**src/rtl/simd_dramwd_sink.sv**
```systemverilog
// ---------------------------------------------------------------------------
// simd_dramwd_sink
//
// Receiver end of the SIMD ALU dramwd stream. A job descriptor (base address,
// stride, vector count) is taken on the cfg port. The block then accepts
// `count` vectors from the ALU into a small FIFO, tagging vector n with
// address base + n*stride. The vectors are forwarded in order on the DRAM
// write channel (dw). o_done_dval pulses once the last vector of the job has
// been handed to DRAM.
//
// Ports
//   i_clk, i_rst          clock, asynchronous active-high reset
//   i_cfg_rdy/o_cfg_ack   job descriptor handshake
//   i_cfg_addr            base address of vector 0
//   i_cfg_stride          address increment per vector (wraps mod 2^ABW)
//   i_cfg_count           number of vectors in the job (0 is legal)
//   i_dramwd_rdy/ack      ALU vector handshake, i_dramwd carries the vector
//   o_dw_rdy/i_dw_ack     DRAM write beat handshake
//   o_dw_addr/o_dw_data   beat address and data (registered head of FIFO)
//   o_done_dval           one-cycle job-complete pulse
//   o_busy                high whenever a job is in progress
// ---------------------------------------------------------------------------
module simd_dramwd_sink #(
  parameter int DBW    = 16,
  parameter int VSIZE  = 32,
  parameter int DEPTH  = 4,
  parameter int ABW    = 32,
  parameter int CNT_BW = 16
) (
  input  logic                          i_clk,
  input  logic                          i_rst,
  input  logic                          i_cfg_rdy,
  output logic                          o_cfg_ack,
  input  logic [ABW-1:0]                i_cfg_addr,
  input  logic [ABW-1:0]                i_cfg_stride,
  input  logic [CNT_BW-1:0]             i_cfg_count,
  input  logic                          i_dramwd_rdy,
  output logic                          o_dramwd_ack,
  input  logic [VSIZE-1:0][DBW-1:0]     i_dramwd,
  output logic                          o_dw_rdy,
  input  logic                          i_dw_ack,
  output logic [ABW-1:0]                o_dw_addr,
  output logic [VSIZE-1:0][DBW-1:0]     o_dw_data,
  output logic                          o_done_dval,
  output logic                          o_busy
);

  localparam int PW = (DEPTH > 1) ? $clog2(DEPTH) : 1;
  localparam int CW = $clog2(DEPTH) + 1;

  typedef enum logic [1:0] {
    ST_IDLE  = 2'd0,
    ST_RUN   = 2'd1,
    ST_DRAIN = 2'd2
  } state_t;

  state_t              state_reg, state_next;
  logic [ABW-1:0]      cur_addr_reg;
  logic [ABW-1:0]      stride_reg;
  logic [CNT_BW-1:0]   count_reg;
  logic [CNT_BW-1:0]   n_in_reg;
  logic [CNT_BW-1:0]   n_out_reg;
  logic [PW-1:0]       wptr_reg;
  logic [PW-1:0]       rptr_reg;
  logic [CW-1:0]       fifo_cnt_reg;

  // FIFO storage: no reset needed, entries are only read once written.
  logic [ABW-1:0]              mem_addr [DEPTH];
  logic [VSIZE-1:0][DBW-1:0]   mem_data [DEPTH];

  logic                        cfg_fire;
  logic                        push;
  logic                        pop;
  logic [CW-1:0]               cnt_after_pop;
  logic [PW-1:0]               rptr_next;
  logic                        head_load;
  logic [ABW-1:0]              head_addr_next;
  logic [VSIZE-1:0][DBW-1:0]   head_data_next;

  assign o_dw_rdy = (fifo_cnt_reg != '0);
  assign o_busy   = (state_reg != ST_IDLE);
  assign cfg_fire = o_cfg_ack;
  assign push     = o_dramwd_ack;
  assign pop      = o_dw_rdy && i_dw_ack;

  // -------------------------------------------------------------------------
  // Control FSM: next state and handshake outputs
  // -------------------------------------------------------------------------
  always_comb begin
    state_next   = state_reg;
    o_cfg_ack    = 1'b0;
    o_dramwd_ack = 1'b0;
    o_done_dval  = 1'b0;
    case (state_reg)
      ST_IDLE: begin
        // Gated by reset so the ack reads 0 the moment reset is asserted.
        o_cfg_ack = i_cfg_rdy && !i_rst;
        if (o_cfg_ack) begin
          state_next = (i_cfg_count == '0) ? ST_DRAIN : ST_RUN;
        end
      end
      ST_RUN: begin
        // fifo_cnt_reg is the registered occupancy: a pop this cycle does not
        // open a slot until the next one.
        o_dramwd_ack = i_dramwd_rdy && (fifo_cnt_reg < CW'(DEPTH))
                       && (n_in_reg < count_reg);
        if (o_dramwd_ack && (n_in_reg == count_reg - 1'b1)) begin
          state_next = ST_DRAIN;
        end
      end
      ST_DRAIN: begin
        if ((fifo_cnt_reg == '0) && (n_out_reg == count_reg)) begin
          o_done_dval = 1'b1;
          state_next  = ST_IDLE;
        end
      end
      default: state_next = ST_IDLE;
    endcase
  end

  // -------------------------------------------------------------------------
  // Next head-of-FIFO value for the registered dw outputs. When the FIFO will
  // be non-empty after this cycle's pop, the new head is either an entry that
  // is already stored, or (when the pop leaves nothing behind) the vector
  // being pushed right now. When the FIFO goes empty the outputs hold.
  // -------------------------------------------------------------------------
  assign cnt_after_pop = fifo_cnt_reg - CW'(pop);
  assign rptr_next     = rptr_reg + PW'(pop);

  always_comb begin
    head_load      = 1'b0;
    head_addr_next = o_dw_addr;
    head_data_next = o_dw_data;
    if (cnt_after_pop != '0) begin
      head_load      = 1'b1;
      head_addr_next = mem_addr[rptr_next];
      head_data_next = mem_data[rptr_next];
    end else if (push) begin
      head_load      = 1'b1;
      head_addr_next = cur_addr_reg;
      head_data_next = i_dramwd;
    end
  end

  // -------------------------------------------------------------------------
  // State, counters, pointers and output registers
  // -------------------------------------------------------------------------
  always_ff @(posedge i_clk or posedge i_rst) begin
    if (i_rst) begin
      state_reg    <= ST_IDLE;
      cur_addr_reg <= '0;
      stride_reg   <= '0;
      count_reg    <= '0;
      n_in_reg     <= '0;
      n_out_reg    <= '0;
      wptr_reg     <= '0;
      rptr_reg     <= '0;
      fifo_cnt_reg <= '0;
      o_dw_addr    <= '0;
      o_dw_data    <= '0;
    end else begin
      state_reg <= state_next;

      // cfg is only accepted in IDLE, where the FIFO is empty, so it never
      // coincides with a push or pop.
      if (cfg_fire) begin
        cur_addr_reg <= i_cfg_addr;
        stride_reg   <= i_cfg_stride;
        count_reg    <= i_cfg_count;
        n_in_reg     <= '0;
        n_out_reg    <= '0;
      end else begin
        if (push) begin
          cur_addr_reg <= cur_addr_reg + stride_reg;
          n_in_reg     <= n_in_reg + 1'b1;
        end
        if (pop) begin
          n_out_reg <= n_out_reg + 1'b1;
        end
      end

      // Pointers wrap naturally because DEPTH is a power of two.
      if (push) wptr_reg <= wptr_reg + 1'b1;
      if (pop)  rptr_reg <= rptr_reg + 1'b1;

      case ({push, pop})
        2'b10:   fifo_cnt_reg <= fifo_cnt_reg + 1'b1;
        2'b01:   fifo_cnt_reg <= fifo_cnt_reg - 1'b1;
        default: fifo_cnt_reg <= fifo_cnt_reg;
      endcase

      if (head_load) begin
        o_dw_addr <= head_addr_next;
        o_dw_data <= head_data_next;
      end
    end
  end

  always_ff @(posedge i_clk) begin
    if (push) begin
      mem_addr[wptr_reg] <= cur_addr_reg;
      mem_data[wptr_reg] <= i_dramwd;
    end
  end

endmodule

```
**config.mk**
```make
export PLATFORM = sky130hd
export DESIGN_NAME = simd_dramwd_sink
export DESIGN_NICKNAME = d
export VERILOG_FILES = /design/src/rtl/simd_dramwd_sink.sv
export SDC_FILE = /design/constraint.sdc
export NUM_CORES = 2
export LEC_CHECK = 0
export BUFFER_PORTS_ARGS = -buffer_cell sky130_fd_sc_hd__buf_2
export CAP_MARGIN = 5
export CORE_AREA = 2 2 440 442
export DETAILED_ROUTE_END_ITERATION = 8
export DIE_AREA = 0 0 442 444
export PLACE_DENSITY_LB_ADDON = 0.1
export SLEW_MARGIN = 5
export SYNTH_ARGS = -nofsm -noshare
export SYNTH_HDL_FRONTEND = slang
export SYNTH_SLANG_ARGS = --single-unit
```
**constraint.sdc**
```tcl
create_clock -name i_clk -period 34.3 [get_ports i_clk]
set_clock_uncertainty 0.2 [all_clocks]
set_input_delay 3.43 -clock i_clk [delete_from_list [all_inputs] [get_ports i_clk]]
set_output_delay 3.43 -clock i_clk [all_outputs]
set_load 0.05 [all_outputs]
```
### Word level (Yosys, flattened, before mapping)

Memories as Yosys holds them, arrays and structs flattened.
Index checks and enable logic that the tools add are counted.

| storage, ports and cells | value |
|---|---|
| bits in registers | 665 |
| memory bits (writable) | 2176 |
| input port bits | 597 |
| output and inout port bits | 549 |
| word-level logic and storage cells | 107 |
| memories | 2 |

| operators by class | value |
|---|---|
| add/subtract/negate cells | 10 |
| $lt $le $gt $ge | 2 |
| equal/unequal tests | 9 |
| muxes and demuxes | 23 |
| reduce and logical (&&, ||, !) cells | 19 |

Memories:

| memory | words | bits a word | read ports | clocked after memory_dff | write ports | line | text |
|---|---|---|---|---|---|---|---|
| mem_data | 4 | 512 | 1 | 0 | 1 | 69 | `logic [VSIZE-1:0][DBW-1:0] mem_data [DEPTH];` |
| mem_addr | 4 | 32 | 1 | 0 | 1 | 68 | `logic [ABW-1:0] mem_addr [DEPTH];` |

Operator list:

| kind | count |
|---|---|
| $mux W512 | 2 |
| $mux W32 | 4 |
| $mux W16 | 4 |
| $add A16 B1 Y16 const B | 2 |
| $add A32 B32 Y32 | 1 |
| $eq A16 B16 Y1 | 2 |
| $logic_not A16 Y1 | 1 |
| $lt A16 B16 Y1 | 1 |
| $sub A16 B1 Y16 const B | 1 |
| $reduce_bool A2 Y1 | 5 |
| $mux W2 | 4 |
| $mux W1 | 7 |
| $logic_and A1 B1 Y1 | 6 |
| $ne A2 B2 Y1 const B | 3 |
| $pmux W2 S3 | 1 |
| $pmux W3 S2 | 1 |
| $reduce_bool A3 Y1 | 2 |
| $add A2 B1 Y2 const B | 2 |
| $eq A2 B1 Y1 const B | 2 |
| $eq A2 B2 Y1 const B | 2 |
| $add A3 B1 Y3 const B | 1 |
| $logic_not A3 Y1 | 1 |
| $lt A3 B3 Y1 const B | 1 |
| $reduce_and A3 Y1 | 1 |
| 6 further kinds | 6 |

### Longest topological paths before layout

| logic depth | value |
|---|---|
| depth in word-level cells | 7 |
| depth in mapped cells | 16 |
| depth with buffers taken out | 13 |

### Worst setup path after synthesis

No wires, ideal clock.

| timing path | value |
|---|---|
| kind | input to output |
| start | in i_rst |
| end | out o_cfg_ack |
| arrival | 21.113 ns |
| data required time | 30.670 ns |
| path slack | 9.557 ns |
| stages | 5 |
| path buffers | 2 |
| cells stage by stage | inv_1 > nand3_1 > inv_1 > clkbuf_1 > clkbuf_1 |

| between the ends | value |
|---|---|
| word-level cells in the longest chain between the ends | 3 |

Ends and longest elaborated chain:

| what | line | text |
|---|---|---|
| start: declaration | 31 | `input logic i_rst,` |
| $logic_not A1 Y1 (no source line) | - |  |
| $logic_and A1 B1 Y1 | 97 | `o_cfg_ack = i_cfg_rdy && !i_rst;` |
| $mux W1 | 94 | `case (state_reg)` |
| end: declaration | 33 | `output logic o_cfg_ack,` |

No other way between the ends.

### Final worst setup path

Same ends and word-level chain as after synthesis.

==> results_dict.tcl <==
set metrics [dict create \
    status "finished, final reports clean" \
    dpl.cell_count 9551 \
    min_path_type "flip-flop to flip-flop" \
    slew_headroom_pct 16.2 \
    areaGrowthSynthToFinish_pct 16.6 \
    syn_inst 6148 \
    first_iter_violations 5095 \
    final_core_util_pct 67.4 \
    reg2reg_depth 13 \
    setup_tns_ns 0 \
    cp_slowest_stage_delay_ns 0.75 \
    antenna_found_initial 192 \
    max_clock_freq_mhz 104 \
    final-setup-viol-count 0 \
    htreeDepth 5 \
    grt_pass1_wl_um 407000 \
    cap_violations 0 \
    path_cells "buf_2, inv_8, nand3_4, inv_4, buf_2" \
    reg.largest.list "mem_data: 2048 flops, o_dw_data: 512 flops, mem_addr: 128 flops" \
    timing.rr.end "mem_data[2][458]" \
    regMostFlops "mem_data" \
    period_needed_ns 9.57 \
    yosys_register_bits 2841 \
    die_w_um 442 \
    overflow 0 \
    place_congestion 0.842 \
    tritoncts "yes" \
    vias_per_cell 6.01 \
    arrival_ns 5.94 \
    drive_gt1_share_pct 29.3 \
    wirelength_um 276000 \
    synthDistinctLibCells 59 \
    synth_common_cells "edfxtp_1 (2176), nand2_1 (709), dfrtp_1 (665)" \
    firstDrtPassIters 5 \
    synth_edf_count 2176 \
    synth_flop_cell "edfxtp_1" \
    track_usage_pct 28.0 \
    synth_top_area_share_pct 59.1 \
    worst_slack_ns 24.73 \
    fp-row-count 161 \
    instances_no_fill 10200 \
    finalCritPeriodShare_pct 27.9 \
    start_kind "input pin" \
    holdPathEnd "stride_reg[30]" \
    final_nets 7985 \
    initial_core_util_pct 57.8 \
    root_buffer "clkbuf_16" \
    clk_latency_ns 0.95 \
    path_buf_inv 4 \
    vdd_drop_max_v 0.000123 \
    post-cts-setup-buffers 0 \
    cpMostUsedCell "buf_2" \
    grt_max_degree 146 \
    drv_slew 0 \
    yosys_warnings 0 \
    endpoint_kind "output pin" \
    async_reset_ff_share_pct 23.4 \
    fillers 12900 \
    clock_path_buffers 4 \
    r2r-start "count_reg[1]" \
    grt_setup_unrepaired "no" \
    synth_top_cell_by_area "edfxtp_1" \
    finalHoldViolations 0 \
    dp.final_hpwl_um 169000 \
    place_ws_ns 24.66 \
    crit_type "input pin to output pin" \
    yosysSeqAreaShare_pct 74.1 \
    netlist_area_mm2 0.111 \
    ant_nets 0 \
    hold_depth 2 \
    coreArea_mm2 0.192 \
    vias 61200 \
    rrSetupSlack_ns 27.18 \
    p_total_uw 13600 \
    cts_buffers 302 \
    yosysMostFrequentCell "edfxtp_1" \
    wl_per_cell_um 27.2 \
    leakage_uw 0.0486 \
    largest_reg_flops 2048 \
    die_area_mm2 0.196 \
    worstMarginPinSlew_ns 1.26 \
    clk_pin_slew_ns 0.06 \
    cts_resized 0 \
    syn_area_per_cell_um2 18.0 \
    cp_slowest_cell "inv_4" \
    critPathTopFamily "buffers and inverters" \
    portBuffers 1145 \
    cts.sink_count 2841 \
    drc 0 \
    min-delay-start "stride_reg[30]" \
    ioPinCount 1146 \
    cp_max_fo 71 \
    synth_area_leaders "edfxtp_1 (59%), dfrtp_1 (15%), mux4_2 (11%)" \
    grt_pass1_vias 61400 \
    powerDensity_mw_per_mm2 106 \
    fp.dieH_um 444 \
    required_ns 30.67 \
    hold_buffers 0 \
    syn_nets 6804 \
]
## how the worst max path moves through the flow
stage                       startpoint          endpoint  slack (ns)  cells past startpoint
final                            i_rst         o_cfg_ack       24.73                      5
after global routing             i_rst         o_cfg_ack       24.46                      5
after CTS                        i_rst         o_cfg_ack       24.65                      5
after detailed placement         i_rst         o_cfg_ack       24.66                      5
after global placement    i_dramwd_rdy  mem_data[2][146]       24.63                     10
after floorplan                  i_rst         o_cfg_ack        9.56                      5
## tightest hold or removal path: cells and delay by family, from the launching register on
kind             cells  cell delay, ns
AND/OR/NAND/NOR      2            0.12
flip-flops           1            0.34
## placed cells by master, fill, tap and decap left out, drive strengths merged, types with 19 or more instances in the layout
cell type	count
edfxtp	2176
buf	1223
nand2	709
dfrtp	665
o21ai	599
mux2i	545
mux4	544
clkbuf	415
diode	95
clkinv	73
nor2	70
a21oi	58
ha	57
xor2	46
inv	46
xnor2	41
bufinv	30
nand3	29
o22ai	23
nor3	22
a21o	21
nand4	19
## per-stage QoR
| step | hold slack (ns) | cell area [µm²] |
|---|---|---|
| 6_report | 0.283 | 129000 |
| 5_1_grt | 0.310 | 129000 |
| 4_1_cts | 0.287 | 129000 |
| 3_5_place_dp | 0.270 | 119000 |
| 3_3_place_gp | 0.268 | 119000 |
| 2_1_floorplan | 0.250 | 111000 |
## final cells by class
cell class	instances	area (µm²)	share of cell area, %
diodes	95	238	0.184
clock buffers	415	8470	6.56
clock inverters	117	1360	1.05
inverters	41	171	0.133
multi-input cells	2920	27200	21.1
flip-flops and latches	2841	82000	63.5
well taps	2526	3160	2.45
repair buffers	1223	6480	5.02
## routing by layer
metal / GRT usage, % / vias to the layer above / share of wire [%]
met5: 0 / - / 0.18
met4: 17.7 / 78 / 6.5
met3: 6.68 / 716 / 6.7
met2: 44.0 / 2140 / 49
met1: 35.5 / 31800 / 38
li1: - / 26400 / -
## power breakdown
part / internal, µW / switching (µW) / leakage, µW / total [µW]
sequential: 4550 / 352 / 0.0277 / 4900
clock: 1950 / 1290 / 0.00480 / 3240
combinational: 1920 / 3590 / 0.0161 / 5500
## kinds of logic after synthesis
| group | after synthesis | share of synthesized area [%] |
|---|---|---|
| adders and majority gates | 59 | 0.681 |
| and+or+nand+nor | 924 | 3.43 |
| buffers and inverters | 387 | 1.39 |
| xor gates and xnor gates | 87 | 0.689 |
| muxes | 1090 | 16.0 |
| DFF | 2841 | 74.1 |
| AOI/OAI and AO/OA | 760 | 3.68 |
Power figures use the tool's default switching activity.
